## src/rtl/mem_access_arbiter.sv

```systemverilog
// ---------------------------------------------------------------------------
// mem_access_arbiter
//
// Shares one RAM port between the instruction-fetch requester and the data
// requester of the MIPS datapath. The granted request is registered onto the
// RAM bus and held there until the RAM pulses ram_ready. Data has priority.
// A starvation counter forces an instruction grant after STARVE_MAX
// consecutive data grants that completed while a fetch was pending.
//
// Ports
//   CLK        in   clock, rising edge
//   nRST       in   asynchronous active-low reset
//   iREN       in   instruction read request
//   iaddr      in   instruction address            [ADDR_W]
//   iwait      out  1 = instruction access not complete (combinational)
//   iload      out  instruction read data (passthrough of ramload)
//   dREN       in   data read request
//   dWEN       in   data write request (wins over dREN)
//   daddr      in   data address                   [ADDR_W]
//   dstore     in   data write value               [DATA_W]
//   dwait      out  1 = data access not complete (combinational)
//   dload      out  data read data (passthrough of ramload)
//   ramREN     out  registered RAM read strobe
//   ramWEN     out  registered RAM write strobe
//   ramaddr    out  registered RAM address         [ADDR_W]
//   ramstore   out  registered RAM write data      [DATA_W]
//   ramload    in   RAM read data                  [DATA_W]
//   ram_ready  in   access complete, 1-cycle pulse
// ---------------------------------------------------------------------------
module mem_access_arbiter #(
    parameter int ADDR_W     = 32,
    parameter int DATA_W     = 32,
    parameter int STARVE_MAX = 4
) (
    input  logic              CLK,
    input  logic              nRST,
    input  logic              iREN,
    input  logic [ADDR_W-1:0] iaddr,
    output logic              iwait,
    output logic [DATA_W-1:0] iload,
    input  logic              dREN,
    input  logic              dWEN,
    input  logic [ADDR_W-1:0] daddr,
    input  logic [DATA_W-1:0] dstore,
    output logic              dwait,
    output logic [DATA_W-1:0] dload,
    output logic              ramREN,
    output logic              ramWEN,
    output logic [ADDR_W-1:0] ramaddr,
    output logic [DATA_W-1:0] ramstore,
    input  logic [DATA_W-1:0] ramload,
    input  logic              ram_ready
);

    typedef enum logic [1:0] {
        ST_IDLE   = 2'd0,
        ST_IGRANT = 2'd1,
        ST_DGRANT = 2'd2
    } state_t;

    localparam logic [3:0] STARVE_LIM = 4'(STARVE_MAX);

    state_t            r_state;
    logic [3:0]        r_starve_cnt;
    logic              r_ram_ren;
    logic              r_ram_wen;
    logic [ADDR_W-1:0] r_ram_addr;
    logic [DATA_W-1:0] r_ram_store;

    logic              w_i_done;
    logic              w_d_done;
    logic              w_rearb;
    logic [3:0]        w_starve_next;
    state_t            w_arb;

    // Saturating increment of the starvation count.
    function automatic logic [3:0] sat_inc(input logic [3:0] cnt);
        if (cnt >= STARVE_LIM) begin
            return STARVE_LIM;
        end
        return cnt + 4'd1;
    endfunction

    assign w_i_done = (r_state == ST_IGRANT) && ram_ready;
    assign w_d_done = (r_state == ST_DGRANT) && ram_ready;
    assign w_rearb  = (r_state == ST_IDLE) || w_i_done || w_d_done;

    // Count after this edge's update. Arbitration looks at this value so the
    // data grant completing right now is included in the consecutive-grant
    // bound; otherwise one extra data grant would slip in before the forced
    // instruction grant.
    always_comb begin
        w_starve_next = r_starve_cnt;
        if (w_d_done) begin
            w_starve_next = iREN ? sat_inc(r_starve_cnt) : 4'd0;
        end else if (w_i_done) begin
            w_starve_next = 4'd0;
        end
    end

    always_comb begin
        w_arb = ST_IDLE;
        if (iREN && (w_starve_next == STARVE_LIM)) begin
            w_arb = ST_IGRANT;
        end else if (dREN || dWEN) begin
            w_arb = ST_DGRANT;
        end else if (iREN) begin
            w_arb = ST_IGRANT;
        end
    end

    // RAM-side controls are loaded only when a new grant is chosen, so
    // requester inputs moving mid-grant never reach the bus.
    always_ff @(posedge CLK or negedge nRST) begin
        if (!nRST) begin
            r_state      <= ST_IDLE;
            r_starve_cnt <= 4'd0;
            r_ram_ren    <= 1'b0;
            r_ram_wen    <= 1'b0;
            r_ram_addr   <= '0;
            r_ram_store  <= '0;
        end else begin
            r_starve_cnt <= w_starve_next;
            if (w_rearb) begin
                r_state <= w_arb;
                case (w_arb)
                    ST_IGRANT: begin
                        r_ram_addr <= iaddr;
                        r_ram_ren  <= 1'b1;
                        r_ram_wen  <= 1'b0;
                    end
                    ST_DGRANT: begin
                        r_ram_addr  <= daddr;
                        r_ram_store <= dstore;
                        r_ram_wen   <= dWEN;
                        r_ram_ren   <= !dWEN;
                    end
                    default: begin
                        r_ram_ren <= 1'b0;
                        r_ram_wen <= 1'b0;
                    end
                endcase
            end
        end
    end

    assign iwait    = !w_i_done;
    assign dwait    = !w_d_done;
    assign iload    = ramload;
    assign dload    = ramload;
    assign ramREN   = r_ram_ren;
    assign ramWEN   = r_ram_wen;
    assign ramaddr  = r_ram_addr;
    assign ramstore = r_ram_store;

endmodule

```

## config.mk

```make
export PLATFORM = sky130hd
export DESIGN_NAME = mem_access_arbiter
export DESIGN_NICKNAME = d
export VERILOG_FILES = /design/src/rtl/mem_access_arbiter.sv
export SDC_FILE = /design/constraint.sdc
export NUM_CORES = 1
export LEC_CHECK = 0
export BUFFER_PORTS_ARGS = -buffer_cell sky130_fd_sc_hd__buf_2
export CAP_MARGIN = 5
export CELL_PAD_IN_SITES_DETAIL_PLACEMENT = 1
export CELL_PAD_IN_SITES_GLOBAL_PLACEMENT = 2
export CORE_MARGIN = 5
export CORE_UTILIZATION = 24
export CTS_BUF_LIST = sky130_fd_sc_hd__clkbuf_2
export CTS_CLUSTER_SIZE = 12
export DETAILED_ROUTE_END_ITERATION = 6
export PLACE_DENSITY = 0.84
export SLEW_MARGIN = 30
export SYNTH_ARGS = -nofsm -noshare
export SYNTH_HDL_FRONTEND = slang
export SYNTH_SLANG_ARGS = --single-unit
```

## constraint.sdc

```tcl
create_clock -name CLK -period 3.5 [get_ports CLK]
set_input_delay 0.175 -clock CLK [delete_from_list [all_inputs] [get_ports CLK]]
set_output_delay 0.175 -clock CLK [all_outputs]
set_load 0.05 [all_outputs]
```

==> results.py <==
metrics = {
    "outcome": {
        "status": "completed",
    },
    "run": {
        "cap_viol_max_count": 0,
    },
    "critical_path": {
        "r2r_start": "r_state[0]$_DFFE_PN0N_",
        "cp-endpoint": "ramaddr[16]$_DFFE_PN0P_",
        "crit_required_ns": 3.90,
        "critPathLaunchType": "register",
        "critPathKind": "reg -> reg",
        "cp-end-kind": "register",
        "reg2regPathDepth": 9,
        "regToRegEndpoint": "ramaddr[16]$_DFFE_PN0P_",
        "startpoint": "r_state[0]$_DFFE_PN0N_",
        "r2r_setup_slack_ns": 0.33,
        "crit_arrival_ns": 3.57,
        "crit_path_max_fanout": 34,
    },
    "routing": {
        "num_vias": 3131,
        "drt_iter0_markers": 149,
        "drc": 0,
        "wl_mm": 11.7,
        "postRouteAntennaNets": 0,
        "vias_per_cell": 4.13,
        "wire_per_inst_um": 15.5,
        "firstDrtPassIters": 4,
    },
    "timing": {
        "worst_slack_ns": 0.329,
        "period_share_pct": 90.6,
        "rsz0062_at_grt": "false",
        "slew_headroom_pct": 55.3,
        "fin_worst_skew_ns": 0.0281,
        "finalSetupViolCount": 0,
        "fmax_ghz": 0.315,
        "hold_viol": 0,
        "period_needed_ns": 3.17,
        "slew_viol_final": 0,
        "finalSetupTns_ns": 0,
        "tightestPinTransition_ns": 0.670,
    },
    "clock_network": {
        "clk_latency_ns": 0.52,
        "clock-root-buffer": "clkbuf_2",
        "h-tree-depth": 3,
        "cts_made_buffers": 9,
        "cts_tree": "yes",
        "clkSinkCount": 72,
        "cts_setup_buffers": 0,
        "path_clk_slew_ns": 0.21,
        "cts_max_path_buffers": 2,
    },
    "finish": {
        "stdcell_count": 759,
        "drive_above_1_share_pct": 42.4,
        "nets": 674,
        "syn2layout_area_growth_pct": 43.5,
    },
    "power_and_ir_drop": {
        "p_int_uw": 2300,
        "netSwitchingPower_uw": 2570,
        "irDropWorstVdd_v": 0.000509,
        "p_clk_share_pct": 9.9,
        "leakage_uw": 0.00268,
        "p_per_area_nw_per_um2": 885,
        "power_frac_comb_pct": 60.1,
        "p_sw_share_pct": 52.7,
        "power.total_uw": 4870,
        "pwr-share-seq_pct": 30.0,
    },
    "floorplan": {
        "std_cell_rows": 46,
        "dieHeight_um": 136,
        "fp.dieArea_um2": 18600,
        "core-area_um2": 15800,
        "start_util_pct": 24.3,
        "dieWidth_um": 136,
        "io_pins": 266,
    },
    "grt": {
        "grt_pass1_vias": 3685,
        "gr-total-overflow": 0,
        "grt_max_degree": 73,
        "grt_pass1_wl_mm": 18.3,
        "grt_usage_pct": 12.7,
        "grt_antenna_before_repair": 1,
    },
    "yosys": {
        "synthesis.area_um2": 3830,
        "synth.ff_latch_count": 72,
        "syn_inst": 333,
        "syn_nets": 470,
        "synth_area_per_cell_um2": 11.5,
        "synth.distinct_cells": 36,
        "yosysTopAreaCell": "dfrtp_1",
        "synth_warnings": 0,
        "yosysSeqAreaShare_pct": 47.0,
        "synth.area.top_cells": "dfrtp_1, buf_4, mux2_4, mux2i_1, a21oi_1",
        "synth_top_area_share_pct": 47.0,
    },
    "placed_design": {
        "place_congestion": 0.750,
        "dp_cells": 641,
        "pre_cts_ws_ns": 0.721,
        "dp_hpwl_mm": 7.43,
        "numPortBuffers": 169,
    },
    "min_path": {
        "hold_depth": 4,
        "hold_class": "in -> reg",
    },
}
metal layers:
layer  routed length [um]  track usage (%)  share of wire, %
met4                  346             7.00               2.9
met5                    0                0                 0
met1                 4280             12.5                36
met3                  802             3.37               6.8
met2                 6320             23.9                54
registers in the layout (all words and copies together), names as in the netlist:
register      cells
ramaddr          32
ramstore         32
r_starve_cnt      4
r_state           2
ramREN            1
ramWEN            1
Yosys cell counts:
| cell | count |
|---|---|
| nand4b_1 | 1 |
| ha_1 | 3 |
| buf_12 | 3 |
| or3_1 | 1 |
| inv_2 | 1 |
| nor2b_2 | 1 |
| buf_6 | 3 |
| o22a_1 | 1 |
| or2_2 | 1 |
| xor2_1 | 1 |
| buf_4 | 65 |
| nand3b_1 | 2 |
| a211oi_2 | 1 |
| mux2i_1 | 32 |
| buf_2 | 7 |
| o311ai_1 | 1 |
| nor2_2 | 1 |
| mux2_2 | 2 |
| a211oi_1 | 1 |
| maj3_2 | 1 |
| nor2_4 | 1 |
| a2bb2oi_1 | 1 |
| dfrtp_1 | 72 |
| mux2_4 | 30 |
| a21oi_1 | 34 |
| clkbuf_1 | 3 |
| inv_1 | 6 |
| o31ai_1 | 2 |
| o211ai_1 | 1 |
| nor2b_1 | 2 |
| nand2b_1 | 1 |
| nand2_1 | 8 |
| o21ai_0 | 5 |
| a21oi_2 | 1 |
| nor2_1 | 35 |
| nand3_1 | 2 |
power groups by stage:
stage               logic, uW  registers [uW]  clock network (uW)
global route             3080            1510                 554
global placement         2740            1450                   0
finish                   2920            1460                 483
detailed placement       2800            1470                   0
CTS                      2930            1450                 529
floorplan                1040            2770                   0
worst min-delay path by stage:
stage	startpoint	end
final	dREN	r_state[0]$_DFFE_PN0N_
after global routing	nRST	ramstore[29]$_DFFE_PN0P_
after detailed placement	ramload[6]	dload[6]
after floorplan	nRST	r_starve_cnt[0]$_DFF_PN0_
after CTS	dREN	r_state[1]$_DFFE_PN0N_
after global placement	ramload[6]	dload[6]
logic make-up (layout without fill, tap and decap cells):
kind of cell             count (synthesis)  count (layout)  synth area share, %
AND/OR/NAND/NOR                         56              56                 6.60
AO/OA/AOI/OAI                           48              48                 7.12
other                                    0               1                    0
flip-flops                              72              72                 47.0
adder cells (fa/ha/maj)                  4               4                 1.27
buffers and inverters                   88             297                 17.1
XOR/XNOR                                 1               1                0.229
multiplexers                            64              64                 20.7
what timing repair did:
| action | CTS | global route |
|---|---|---|
| endpoints found under the setup margin | 0 | 1 |
| endpoints found under the hold margin | 144 | 0 |
| resized for setup | 0 | 1 |
| hold buffers | 101 | 0 |
through the flow:
stage	instance area (um2)	hold slack (ns)	utilization, %
final	5500	0.158	34.9
after global routing	5500	0.151	34.9
after CTS	5490	0.0564	34.8
after detailed placement	4360	0.351	27.7
after global placement	4360	0.351	27.7
after floorplan	3830	-0.121	-
layout make-up:
cell class	instances	area [um2]
fillers	1843	10300
repair buffers	274	1900
flip-flops and latches	72	1800
multi-input cells	173	1380
well taps	216	270
clock inverters	7	72.6
clock buffers	9	45.0
inverters	7	26.3
diodes	1	2.50
critical path: stages (launching register included):
cell and delay, ns:
dfrtp_1 0.53, nand4b_1 0.27, o311ai_1 0.34, a211oi_2 0.17
a21oi_2 0.19, ha_2 0.22, buf_6 0.38, mux2i_1 0.28
dlygate4sd3_1 0.59, a21oi_1 0.07
cell usage in the layout, fill, tap and decap left out, types with 2 or more instances in the layout:
| cell type | n |
|---|---|
| buf_2 | 168 |
| dlygate4sd3_1 | 101 |
| dfrtp_1 | 72 |
| nor2_1 | 35 |
| a21oi_1 | 34 |
| mux2i_1 | 32 |
| mux2_4 | 30 |
| clkbuf_2 | 9 |
| nand2_1 | 8 |
| inv_1 | 6 |
| o21ai_0 | 5 |
| buf_4 | 3 |
| nand3b_1 | 2 |
| nor2b_1 | 2 |
| o31ai_1 | 2 |
| nand3_1 | 2 |
| mux2_2 | 2 |
| ha_1 | 2 |
| clkinv_4 | 2 |
| clkinv_2 | 2 |
| clkinvlp_4 | 2 |
| buf_6 | 2 |
No activity file was read; power rests on OpenSTA's default activity.
